==> src/rtl/alu_mul_seq.sv <==
// alu_mul_seq -- sequential unsigned 16x16->32 multiplier that borrows the
// shared execute-stage ALU. Shift-and-add: each multiplier bit costs one SLL
// cycle (partial = a << idx) and one ADD cycle (acc += b[idx] ? partial : 0).
// The execute stage muxes the alu_* drive outputs onto the ALU while busy.
//
// Build option: define MUL_SEQ_SKIP_ZERO_EN to visit only the set bits of
// op_b (latency 2*popcount(op_b)+1). Default: all 16 bits, latency 33.
//
// Ports:
//   clk       in   system clock, rising edge
//   rst       in   synchronous active-high reset
//   start     in   request a multiply (accepted only in IDLE)
//   abort     in   cancel an in-flight multiply
//   op_a      in   16-bit multiplicand, sampled on accepted start
//   op_b      in   16-bit multiplier, sampled on accepted start
//   busy      out  high in SHIFT, ADD and DONE
//   done      out  one-cycle pulse in DONE
//   product   out  32-bit result, held until the next completion
//   alu_in0   out  ALU operand 0
//   alu_in1   out  ALU operand 1
//   alu_shamt out  ALU shift amount
//   alu_ctrl  out  ALU opcode (ADD=4'h0, SLL=4'h5)
//   alu_out   in   ALU result, combinational in the same cycle
module alu_mul_seq (
  input  logic        clk,
  input  logic        rst,
  input  logic        start,
  input  logic        abort,
  input  logic [15:0] op_a,
  input  logic [15:0] op_b,
  output logic        busy,
  output logic        done,
  output logic [31:0] product,
  output logic [31:0] alu_in0,
  output logic [31:0] alu_in1,
  output logic [4:0]  alu_shamt,
  output logic [3:0]  alu_ctrl,
  input  logic [31:0] alu_out
);

  typedef enum logic [1:0] {
    S_IDLE  = 2'd0,
    S_SHIFT = 2'd1,
    S_ADD   = 2'd2,
    S_DONE  = 2'd3
  } state_t;

  localparam logic [3:0] ALU_ADD = 4'h0;
  localparam logic [3:0] ALU_SLL = 4'h5;

  state_t      state, state_nx;
  logic [15:0] a_q, b_q;
  logic [3:0]  idx;
  logic [31:0] partial, acc;

  logic [3:0]  first_idx;
  logic [3:0]  next_idx;
  logic        last_idx;
  logic        accept;

  assign accept = start & ~abort;

`ifdef MUL_SEQ_SKIP_ZERO_EN
  // First index: lowest set bit of op_b. Next index: lowest set bit of b_q
  // strictly above idx; none left means the current ADD is the last one.
  always_comb begin
    logic found;
    first_idx = '0;
    found     = 1'b0;
    for (int unsigned i = 0; i < 16; i++) begin
      if (op_b[i] && !found) begin
        first_idx = 4'(i);
        found     = 1'b1;
      end
    end
  end

  always_comb begin
    next_idx = idx;
    last_idx = 1'b1;
    for (int unsigned i = 0; i < 16; i++) begin
      if (b_q[i] && (i > 32'(idx)) && last_idx) begin
        next_idx = 4'(i);
        last_idx = 1'b0;
      end
    end
  end
`else
  assign first_idx = '0;
  assign next_idx  = idx + 4'd1;
  assign last_idx  = (idx == 4'hF);
`endif

  // Next-state logic
  always_comb begin
    state_nx = state;
    case (state)
      S_IDLE: begin
        if (accept) begin
`ifdef MUL_SEQ_SKIP_ZERO_EN
          state_nx = (op_b == '0) ? S_DONE : S_SHIFT;
`else
          state_nx = S_SHIFT;
`endif
        end
      end
      S_SHIFT: state_nx = abort ? S_IDLE : S_ADD;
      S_ADD: begin
        if (abort)         state_nx = S_IDLE;
        else if (last_idx) state_nx = S_DONE;
        else               state_nx = S_SHIFT;
      end
      S_DONE:  state_nx = S_IDLE;
      default: state_nx = S_IDLE;
    endcase
  end

  // Moore outputs and ALU drive
  always_comb begin
    busy      = 1'b0;
    done      = 1'b0;
    alu_ctrl  = ALU_ADD;
    alu_in0   = '0;
    alu_in1   = '0;
    alu_shamt = '0;
    case (state)
      S_SHIFT: begin
        busy      = 1'b1;
        alu_ctrl  = ALU_SLL;
        alu_in0   = {16'h0, a_q};
        alu_shamt = {1'b0, idx};
      end
      S_ADD: begin
        busy     = 1'b1;
        alu_ctrl = ALU_ADD;
        alu_in0  = acc;
        alu_in1  = b_q[idx] ? partial : '0;
      end
      S_DONE: begin
        busy = 1'b1;
        done = 1'b1;
      end
      default: ;
    endcase
  end

  always_ff @(posedge clk) begin
    if (rst) begin
      state   <= S_IDLE;
      a_q     <= '0;
      b_q     <= '0;
      idx     <= '0;
      partial <= '0;
      acc     <= '0;
      product <= '0;
    end else begin
      state <= state_nx;
      case (state)
        S_IDLE: begin
          if (accept) begin
            a_q <= op_a;
            b_q <= op_b;
            acc <= '0;
            idx <= first_idx;
`ifdef MUL_SEQ_SKIP_ZERO_EN
            if (op_b == '0) product <= '0;
`endif
          end
        end
        S_SHIFT: begin
          if (!abort) partial <= alu_out;
        end
        S_ADD: begin
          // Aborted operations must leave product untouched.
          if (!abort) begin
            acc <= alu_out;
            if (last_idx) product <= alu_out;
            else          idx     <= next_idx;
          end
        end
        default: ;
      endcase
    end
  end

endmodule
==> config.mk <==
export PLATFORM = sky130hd
export DESIGN_NAME = alu_mul_seq
export DESIGN_NICKNAME = d
export VERILOG_FILES = /design/src/rtl/alu_mul_seq.sv
export SDC_FILE = /design/constraint.sdc
export NUM_CORES = 1
export LEC_CHECK = 0
export ABC_CLOCK_PERIOD_IN_PS = 5600
export CAP_MARGIN = 20
export CORE_MARGIN = 2
export CORE_UTILIZATION = 51
export CTS_CLUSTER_DIAMETER = 120
export DETAILED_ROUTE_END_ITERATION = 16
export PLACE_DENSITY = 0.95
export SYNTH_ARGS = -nofsm -noshare
export SYNTH_HDL_FRONTEND = slang
export SYNTH_SLANG_ARGS = --single-unit
==> constraint.sdc <==
create_clock -name clk -period 5.6 [get_ports clk]
set_input_delay 1.68 -clock clk [delete_from_list [all_inputs] [get_ports clk]]
set_output_delay 1.68 -clock clk [all_outputs]
set_load 0.02 [all_outputs]
**Word-level counts from Yosys, hierarchy flattened**

Cells that the tools add are included.

- Add/subtract/negate cells: 1
- Multiply operators: 0
- Div/mod/pow operators: 0
- $lt $le $gt $ge: 1
- Equal/unequal tests: 7
- Shift-type cells: 0
- Multiplexer cells: 21
- Bitwise operators: 2
- Reduce and logical (&&, ||, !) cells: 8

Operators with widths:

| kind | number |
|---|---|
| 2-to-1 mux 32 bit | 4 |
| one-hot mux 32 bit (2 select lines) | 2 |
| 2-to-1 mux 4 bit | 4 |
| 2-to-1 mux 2 bit | 4 |
| one-hot mux 2 bit (4 select lines) | 1 |
| one-hot mux 4 bit (2 select lines) | 1 |
| != test 2 bit (second input constant) | 3 |
| AND reduction 3 bit | 2 |
| < comparator 4 x 5 -> 1 bit (second input constant) | 1 |
| adder 4 x 1 -> 4 bit (second input constant) | 1 |
| binary-select mux 1 bit (select 4 bit) | 1 |
| equality test 2 bit (second input constant) | 2 |
| equality test 4 bit (second input constant) | 1 |
| AND reduction 2 bit | 2 |
| AND reduction 4 bit | 1 |
| 2-to-1 mux 1 bit | 3 |
| 2-to-1 mux 3 bit | 1 |
| OR reduction 3 bit | 1 |
| equality test 2 x 1 -> 1 bit (second input constant) | 1 |
| logical NOT 2 bit | 1 |
| nonzero test 2 bit | 1 |
| AND 1 bit | 1 |
| inverter 1 bit | 1 |

- Register bits after elaboration: 134
- Bits in latches: 0
- Memory bits (writable): 0
- Memory bits (read-only): 0
- Bits of input ports: 68
- Output and inout bits: 107
- Word-level logic and storage cells: 47
- Memories: 0

**Depth between registers and ports, before layout**

Gate-level depths: netlist (run 1).

- Depth after elaboration: 4
- Depth in mapped cells: 9

**Worst setup path before layout (run 1)**

No wires, ideal clock.

- Kind: register to output
- Start point: register state[0]
- End point: output port alu_in1[11]
- Arrival: 1.758 ns
- Path slack: 2.162 ns
- Cell stages (with the launch flop): 9
- Cells stage by stage: dfxtp_1 > inv_1 > ha_1 > buf_2 > nand2b_1 > a21oi_2 > clkbuf_1 > nand2_1 > o21ai_0

- Cells in the longest elaborated chain, start to end: 2

Ends and longest elaborated chain:

| item | line | text |
|---|---|---|
| start, declared | 51 | `state_t state, state_nx;` |
| start signal, assigned | 157 | `state <= state_nx;` |
| equality test 2 bit | 126 | `case (state)` |
| 2-to-1 mux 32 bit | 126 |  |
| end, declared | 35 | `output logic [31:0] alu_in1,` |

No other way between the ends.

**Final worst setup path (run 1)**

- Start point: register state[0]
- End point: output port alu_in1[0]

Same word-level chain as after synthesis.

==> results of run 1 <==
==> worst min-delay path by stage <==
stage	from	endpoint	slack [ns]	depth (start not counted)
2_1_floorplan	acc[16]	acc[16]	0.43	2
3_3_place_gp	acc[20]	acc[20]	0.43	2
3_5_place_dp	acc[23]	acc[23]	0.44	2
4_1_cts	acc[17]	acc[17]	0.45	2
5_1_grt	product[6]	product[6]	0.47	2
6_report	acc[17]	acc[17]	0.45	2
==> critical path: stages (launching register included) <==
cell and delay (ns):
dfxtp_1 0.33, inv_1 0.11, ha_2 0.59, nand2_1 0.22, a21oi_4 0.73, nand3_1 0.16, o21ai_0 0.12, clkdlybuf4s50_1 0.64
==> Yosys cell counts <==
cell	n
buf_6	4
and2b_2	1
buf_1	1
nand2_1	257
a21oi_2	1
conb_1	1
o21ai_0	19
buf_2	13
nor2_1	5
nor4_1	1
a311oi_1	1
nor3_1	1
nand3_1	65
or2_2	1
ha_1	6
and3_1	16
mux4_2	1
inv_1	5
a21oi_1	130
nor3b_2	1
a41o_1	1
a2bb2oi_2	1
clkbuf_2	3
nor2b_1	20
a22oi_1	16
a2111oi_0	1
and2_1	5
o2111ai_1	1
dfxtp_1	134
buf_4	6
o21ai_1	15
mux2i_1	7
a221o_2	1
and4_1	1
nand2b_1	4
nand3b_1	1
xnor2_1	2
and2_2	1
clkbuf_1	47
o31ai_1	1
nor2_2	1
==> sequential cells by signal, indices dropped and copies added (netlist names) <==
signal and count:
a_q 16, acc 32, b_q 16, idx 4, partial 32, product 32, state 2
==> kinds of logic (layout without fill, tap and decap cells) <==
kind of cell / Yosys count / count (layout) / synth area share (%)
and+or+nand+nor: 381 / 381 / 28.0
AOI/OAI and AO/OA: 188 / 188 / 17.2
DFF: 134 / 134 / 45.3
buffers and inverters: 79 / 219 / 6.24
muxes: 8 / 8 / 1.56
adders and majority gates: 6 / 6 / 1.27
xor gates and xnor gates: 2 / 2 / 0.296
other: 1 / 3 / 0.0634
==> power groups by stage <==
stage	sequential, W	clock, W	combinational, W
3_3_place_gp	0.00102	0	0.000224
4_1_cts	0.00100	0.00118	0.000229
3_5_place_dp	0.00102	0	0.000227
2_1_floorplan	0.00101	0	0.000140
5_1_grt	0.00101	0.00123	0.000254
6_report	0.00100	0.00118	0.000232
==> cell type report <==
cell class                 instances  area [um2]  share of cell area, %
multi-input combinational        588        2900                   35.4
inverter                           5        18.8                  0.229
clock buffer                      23         478                   5.83
clock inverter                     9         148                   1.80
sequential                       134        2680                   32.7
timing repair buffer             182        1800                   21.9
tap                              143         179                   2.18
==> through the flow <==
| stage | setup WS [ns] | std cells | area [um2] | utilization [%] |
|---|---|---|---|---|
| final | 0.586 | 1084 | 8200 | 72.1 |
| after global routing | 0.357 | 1084 | 8200 | 72.1 |
| after CTS | 0.612 | 1083 | 8190 | 72.0 |
| after detailed placement | 1.06 | 1051 | 7560 | 66.5 |
| after global placement | 1.16 | 1051 | 7560 | 66.5 |
| after floorplan | 2.16 | 801 | 5930 | - |
==> per-layer routing <==
| metal | global-route usage (%) | share of wire, % | wire, um | vias up |
|---|---|---|---|---|
| li1 | - | - | - | 2920 |
| met5 | 0 | 0 | 0 | - |
| met2 | 45.3 | 48 | 8270 | 284 |
| met4 | 11.3 | 2.9 | 499 | 0 |
| met3 | 5.61 | 7.3 | 1260 | 49 |
| met1 | 35.1 | 42 | 7220 | 2807 |
==> impl_metrics.tcl, run 1 <==
set metrics [dict create \
    status "complete, no violations" \
    core_area_um2 11400 \
    worstSetupStartpoint "state[0]" \
    grt_pass1_wl_mm 28.0 \
    areaGrowthSynthToFinish_pct 38.6 \
    reg2regPathDepth 8 \
    grt_max_degree 90 \
    ff2ff_setup_slack_ns 2.73 \
    dieArea_um2 12500 \
    fmax_ghz 0.199 \
    htreeDepth 4 \
    power.leakage_nw 2.74 \
    die_w_um 112 \
    max-slew-margin-rel_pct 37.7 \
    synthCells 799 \
    final_common_cell "nand2_1" \
    worst_pin_slew_ns 0.935 \
    via_per_inst 5.59 \
    cts_root_buffer "clkbuf_16" \
    worstPathMaxFanout 39 \
    arrival_ns 3.33 \
    drt_wl_total_mm 17.3 \
    hpwl_mm 11.2 \
    required_ns 3.92 \
    syn_avg_cell_area_um2 7.41 \
    post_cts_buffers 0 \
    power_density_nw_per_um2 294 \
    grt_pass1_vias 5756 \
    ir_worst_vdd_uv 178 \
    ios 175 \
    rsz0062_at_grt "no" \
    endpoint_kind "primary output" \
    fin_crit_sh_pct 89.5 \
    cp-start-kind "flip-flop" \
    layout_common_cells "nand2_1, clkdlybuf4s50_1, dfxtp_1" \
    port_buffers 171 \
    cts_resized 0 \
    yosysUniqueCellTypes 41 \
    yosys.area.top_type_share_pct 45.3 \
    crit_type "flip-flop to primary output" \
    internal_power_w 0.00185 \
    detail-route-antenna-nets 0 \
    crit_path_end "alu_in1[0]" \
    wl_per_cell_um 15.9 \
    p_sw_w 0.000558 \
    p_sw_share_pct 23.1 \
    antenna_cells 0 \
    cts_hold_buf 0 \
    firstDrtPassIters 6 \
    cts.path.max_buffers 2 \
    r2r_end "acc[18]" \
    setup_tns_ns 0 \
    syn_area_um2 5920 \
    vias 6060 \
    yosys-top-cells-area "dfxtp_1, nand2_1, a21oi_1" \
    drc 0 \
    maxCapViolCount 0 \
    synth_seq_area_share_pct 45.3 \
    grt_usage_pct 27.4 \
    finalPower_w 0.00241 \
    grt_antenna_before_repair 0 \
    yosys_warnings 0 \
    num-nets-final 1002 \
    ys_ff_latch 134 \
    final_layout_size_suffix_gt1_share_pct 5.74 \
    power_frac_clock_pct 48.8 \
    die_h_um 112 \
    finalWeightedCongestion 0.827 \
    cts_tree "built" \
    pwr-share-comb_pct 9.6 \
    rows 39 \
    hold_slack_ns 0.448 \
    clock_skew_ns 0.00789 \
    drt_iter0_drc 482 \
    yosys.area.top_type "dfxtp_1" \
    initial_core_util_pct 52.1 \
    finalCriticalPeriod_ns 5.01 \
    hold_violations 0 \
    hold_class "flip-flop to flip-flop" \
    p_seq_share_pct 41.6 \
    clk-insertion-delay-late_ns 0.41 \
    grt_remaining_overflow 0 \
    cts_sinks 134 \
    rr_startpoint "state[0]" \
    slew_viol_final 0 \
    setup_violations 0 \
    clkTransAtPathRegs_ns 0.06 \
    cts_buffers 17 \
    n_fill_cell 846 \
]
Power figures use the tool's default switching activity.
==> inputs of run 2 (changes only) <==
--- a/config.mk
+++ b/config.mk
@@ -5,10 +5,11 @@
 export SDC_FILE = /design/constraint.sdc
 export NUM_CORES = 1
 export LEC_CHECK = 0
+export ABC_AREA = 1
 export ABC_CLOCK_PERIOD_IN_PS = 5600
 export CAP_MARGIN = 20
 export CORE_MARGIN = 2
-export CORE_UTILIZATION = 51
+export CORE_UTILIZATION = 50
 export CTS_CLUSTER_DIAMETER = 120
 export DETAILED_ROUTE_END_ITERATION = 16
 export PLACE_DENSITY = 0.95
==> run 2 against run 1 <==
Net effect:
- hold slack improved by 0.012 ns
- critical endpoint is now alu_in1[25]
- highest routed layer unchanged
- clock skew rose by 0.0013 ns
- sequential share of layout area rose by 0.94 points
- maximum frequency rose by 3.9%
- critical path depth did not move
- total power fell by 3.6%
- sequential power barely moved
- non-clock buffer count fell by 6
==> impl_metrics.tcl, run 2 <==
set metrics [dict create \
    syn_area_um2 5880 \
    ys_top_cells_by_count "nand2_1, nor2_1, dfxtp_1" \
    areaGrowthSynthToFinish_pct 35.6 \
    yosysUniqueCellTypes 25 \
    yosys_warnings 0 \
    fin_ws_ns 0.776 \
    cp-start-kind "flip-flop" \
    worstSetupStartpoint "idx[0]" \
    ir_worst_vdd_uv 162 \
    num-nets-final 1030 \
    worstPathMaxFanout 32 \
    clock_skew_ns 0.00922 \
    clkTransAtPathRegs_ns 0.06 \
    grt_max_degree 52 \
    path_delay_family "simple AND/OR/NAND/NOR gates" \
    cts_resized 0 \
    hpwl_mm 11.2 \
    internal_power_w 0.00168 \
    antenna_cells 0 \
    status "complete, no violations" \
    cts_root_buffer "clkbuf_16" \
    drc 0 \
    vias 5873 \
    setup_tns_ns 0 \
    hold_slack_ns 0.460 \
    ys_ff_latch 134 \
    power.leakage_nw 2.76 \
    worst_pin_slew_ns 1.03 \
    yosys.area.top_type_share_pct 45.6 \
    maxCapViolCount 0 \
    rr_startpoint "state[0]" \
    synthCells 824 \
    cts_hold_buf 0 \
    final_util_pct 69.5 \
    synthArstFlopShare_pct 0 \
    synth_edf_count 0 \
    post_cts_buffers 0 \
    max-slew-margin-rel_pct 30.9 \
    yosys.area.top_type "dfxtp_1" \
    detail-route-antenna-nets 0 \
    pre_cts_slack_ns 1.18 \
    synth_flop_cell "dfxtp_1" \
    ios 175 \
    grt_pass1_vias 5388 \
    cp.depth 7 \
    final_common_cell "nand2_1" \
    endpoint_kind "primary output" \
    crit_buf_inv 2 \
    path_common_cell "nand3_1" \
    grt_usage_pct 25.6 \
    synth_seq_area_share_pct 45.6 \
    hold_class "flip-flop to flip-flop" \
    hold_violations 0 \
    reg2regPathDepth 10 \
    port_buffers 171 \
    power_density_nw_per_um2 292 \
    wl_per_cell_um 14.7 \
    power_frac_clock_pct 43.8 \
    clk-insertion-delay-late_ns 0.41 \
    top_regs "acc (32), partial (32), product (32)" \
    drt_iter0_drc 395 \
    final_layout_size_suffix_gt1_share_pct 6.60 \
    firstDrtPassIters 5 \
    die_w_um 112 \
    yosys-top-cells-area "dfxtp_1, nand2_1, nor2_1" \
    crit_path_max_incr_delay_ns 0.65 \
    cp_cell_sequence "inv_2 > nand2_1 > nand3_1 > nand3_1 > nand3_2 > a21oi_1 > clkdlybuf4s50_1" \
    arrival_ns 3.14 \
    grt_antenna_before_repair 0 \
    grt_pass1_wl_mm 26.2 \
    finalCriticalPeriod_ns 4.82 \
    synth.most_common_cell "nand2_1" \
    fmax_ghz 0.207 \
    n_fill_cell 944 \
    pwr-share-comb_pct 12.5 \
    rsz0062_at_grt "no" \
    layout_common_cells "nand2_1, clkdlybuf4s50_1, nor2_1" \
    initial_core_util_pct 51.3 \
    grt_remaining_overflow 0 \
    cts_sinks 134 \
    cts.path.max_buffers 2 \
    hp-start "b_q[5]" \
    drt_wl_total_mm 16.4 \
    core_area_um2 11500 \
    fin_crit_sh_pct 86.1 \
    cts_buffers 17 \
    p_seq_share_pct 43.6 \
    syn_avg_cell_area_um2 7.14 \
    finalWeightedCongestion 0.909 \
    htreeDepth 4 \
    dieArea_um2 12600 \
    rows 39 \
    crit_type "flip-flop to primary output" \
    required_ns 3.92 \
    via_per_inst 5.28 \
    cts_tree "built" \
    die_h_um 112 \
    p_sw_share_pct 27.8 \
    setup_violations 0 \
    crit_path_top_delay_cell "nand3_2" \
    holdPathStages 2 \
    p_sw_w 0.000646 \
    slew_viol_final 0 \
]
run 2: changes by cell type after synthesis, moves of 7 or more:
cell / delta
nand2_1: -82
clkbuf_1: -15
nor2_1: +140
a21oi_2: +10
inv_1: +26
nand3_1: -15
a21oi_1: -24
a22oi_1: -16
buf_6: +10
nor2b_1: -20
o21ai_0: +55
mux2i_1: -7
and3_1: -16
run 2: power groups by stage:
stage | logic (W) | registers, W | clock network, W
detailed placement | 0.000289 | 0.00103 | 0
CTS | 0.000290 | 0.00101 | 0.00103
global placement | 0.000282 | 0.00103 | 0
finish | 0.000291 | 0.00101 | 0.00102
global route | 0.000324 | 0.00102 | 0.00108
floorplan | 0.000206 | 0.00103 | 0
run 2: worst min-delay path: cells and delay by family, from the launching register on:
kind / cells / cell delay (ns)
buf+inv: 1 / 0.06
flops: 1 / 0.30
compound gates: 1 / 0.06
run 2: stage by stage:
step / total power, W / instance area [um2] / std cells
finish: 0.00233 / 7970 / 1112
global route: 0.00242 / 7970 / 1112
CTS: 0.00233 / 7970 / 1112
detailed placement: 0.00132 / 7430 / 1080
global placement: 0.00131 / 7430 / 1080
floorplan: 0.00123 / 5890 / 826
run 2: path summary, 6_finish.rpt:
check | end | slack (ns)
worst max register to register | acc[21] | 2.61
worst min register to register | b_q[5] | 0.46
worst min-delay path | b_q[5] | 0.46
worst max-delay path | alu_in1[25] | 0.78
run 2: final cells by class:
| cell class | count | area [um2] | share of cell area (%) |
|---|---|---|---|
| sequential | 134 | 2680 | 33.6 |
| multi-input combinational | 589 | 2680 | 33.6 |
| timing repair buffer | 176 | 1740 | 21.9 |
| clock buffer | 20 | 447 | 5.60 |
| tap | 143 | 179 | 2.24 |
| inverter | 38 | 145 | 1.82 |
| clock inverter | 12 | 98.8 | 1.24 |
run 2: per-layer routing:
metal / GRT usage (%) / share of wire [%] / vias up
li1: - / - / 2916
met1: 33.9 / 43 / 2717
met2: 41.8 / 48 / 215
met3: 5.94 / 7.0 / 25
met4: 8.21 / 1.6 / 0
met5: 0 / 0 / -
run 2: cells by family (layout without fill, tap and decap cells):
| kind of cell | count (synthesis) | after routing | share of synthesized area (%) |
|---|---|---|---|
| adder cells (fa/ha/maj) | 6 | 6 | 1.28 |
| flip-flops | 134 | 134 | 45.6 |
| AND/OR/NAND/NOR | 379 | 379 | 26.2 |
| other | 1 | 3 | 0.0638 |
| AO/OA/AOI/OAI | 201 | 201 | 17.8 |
| buffers and inverters | 103 | 246 | 9.02 |
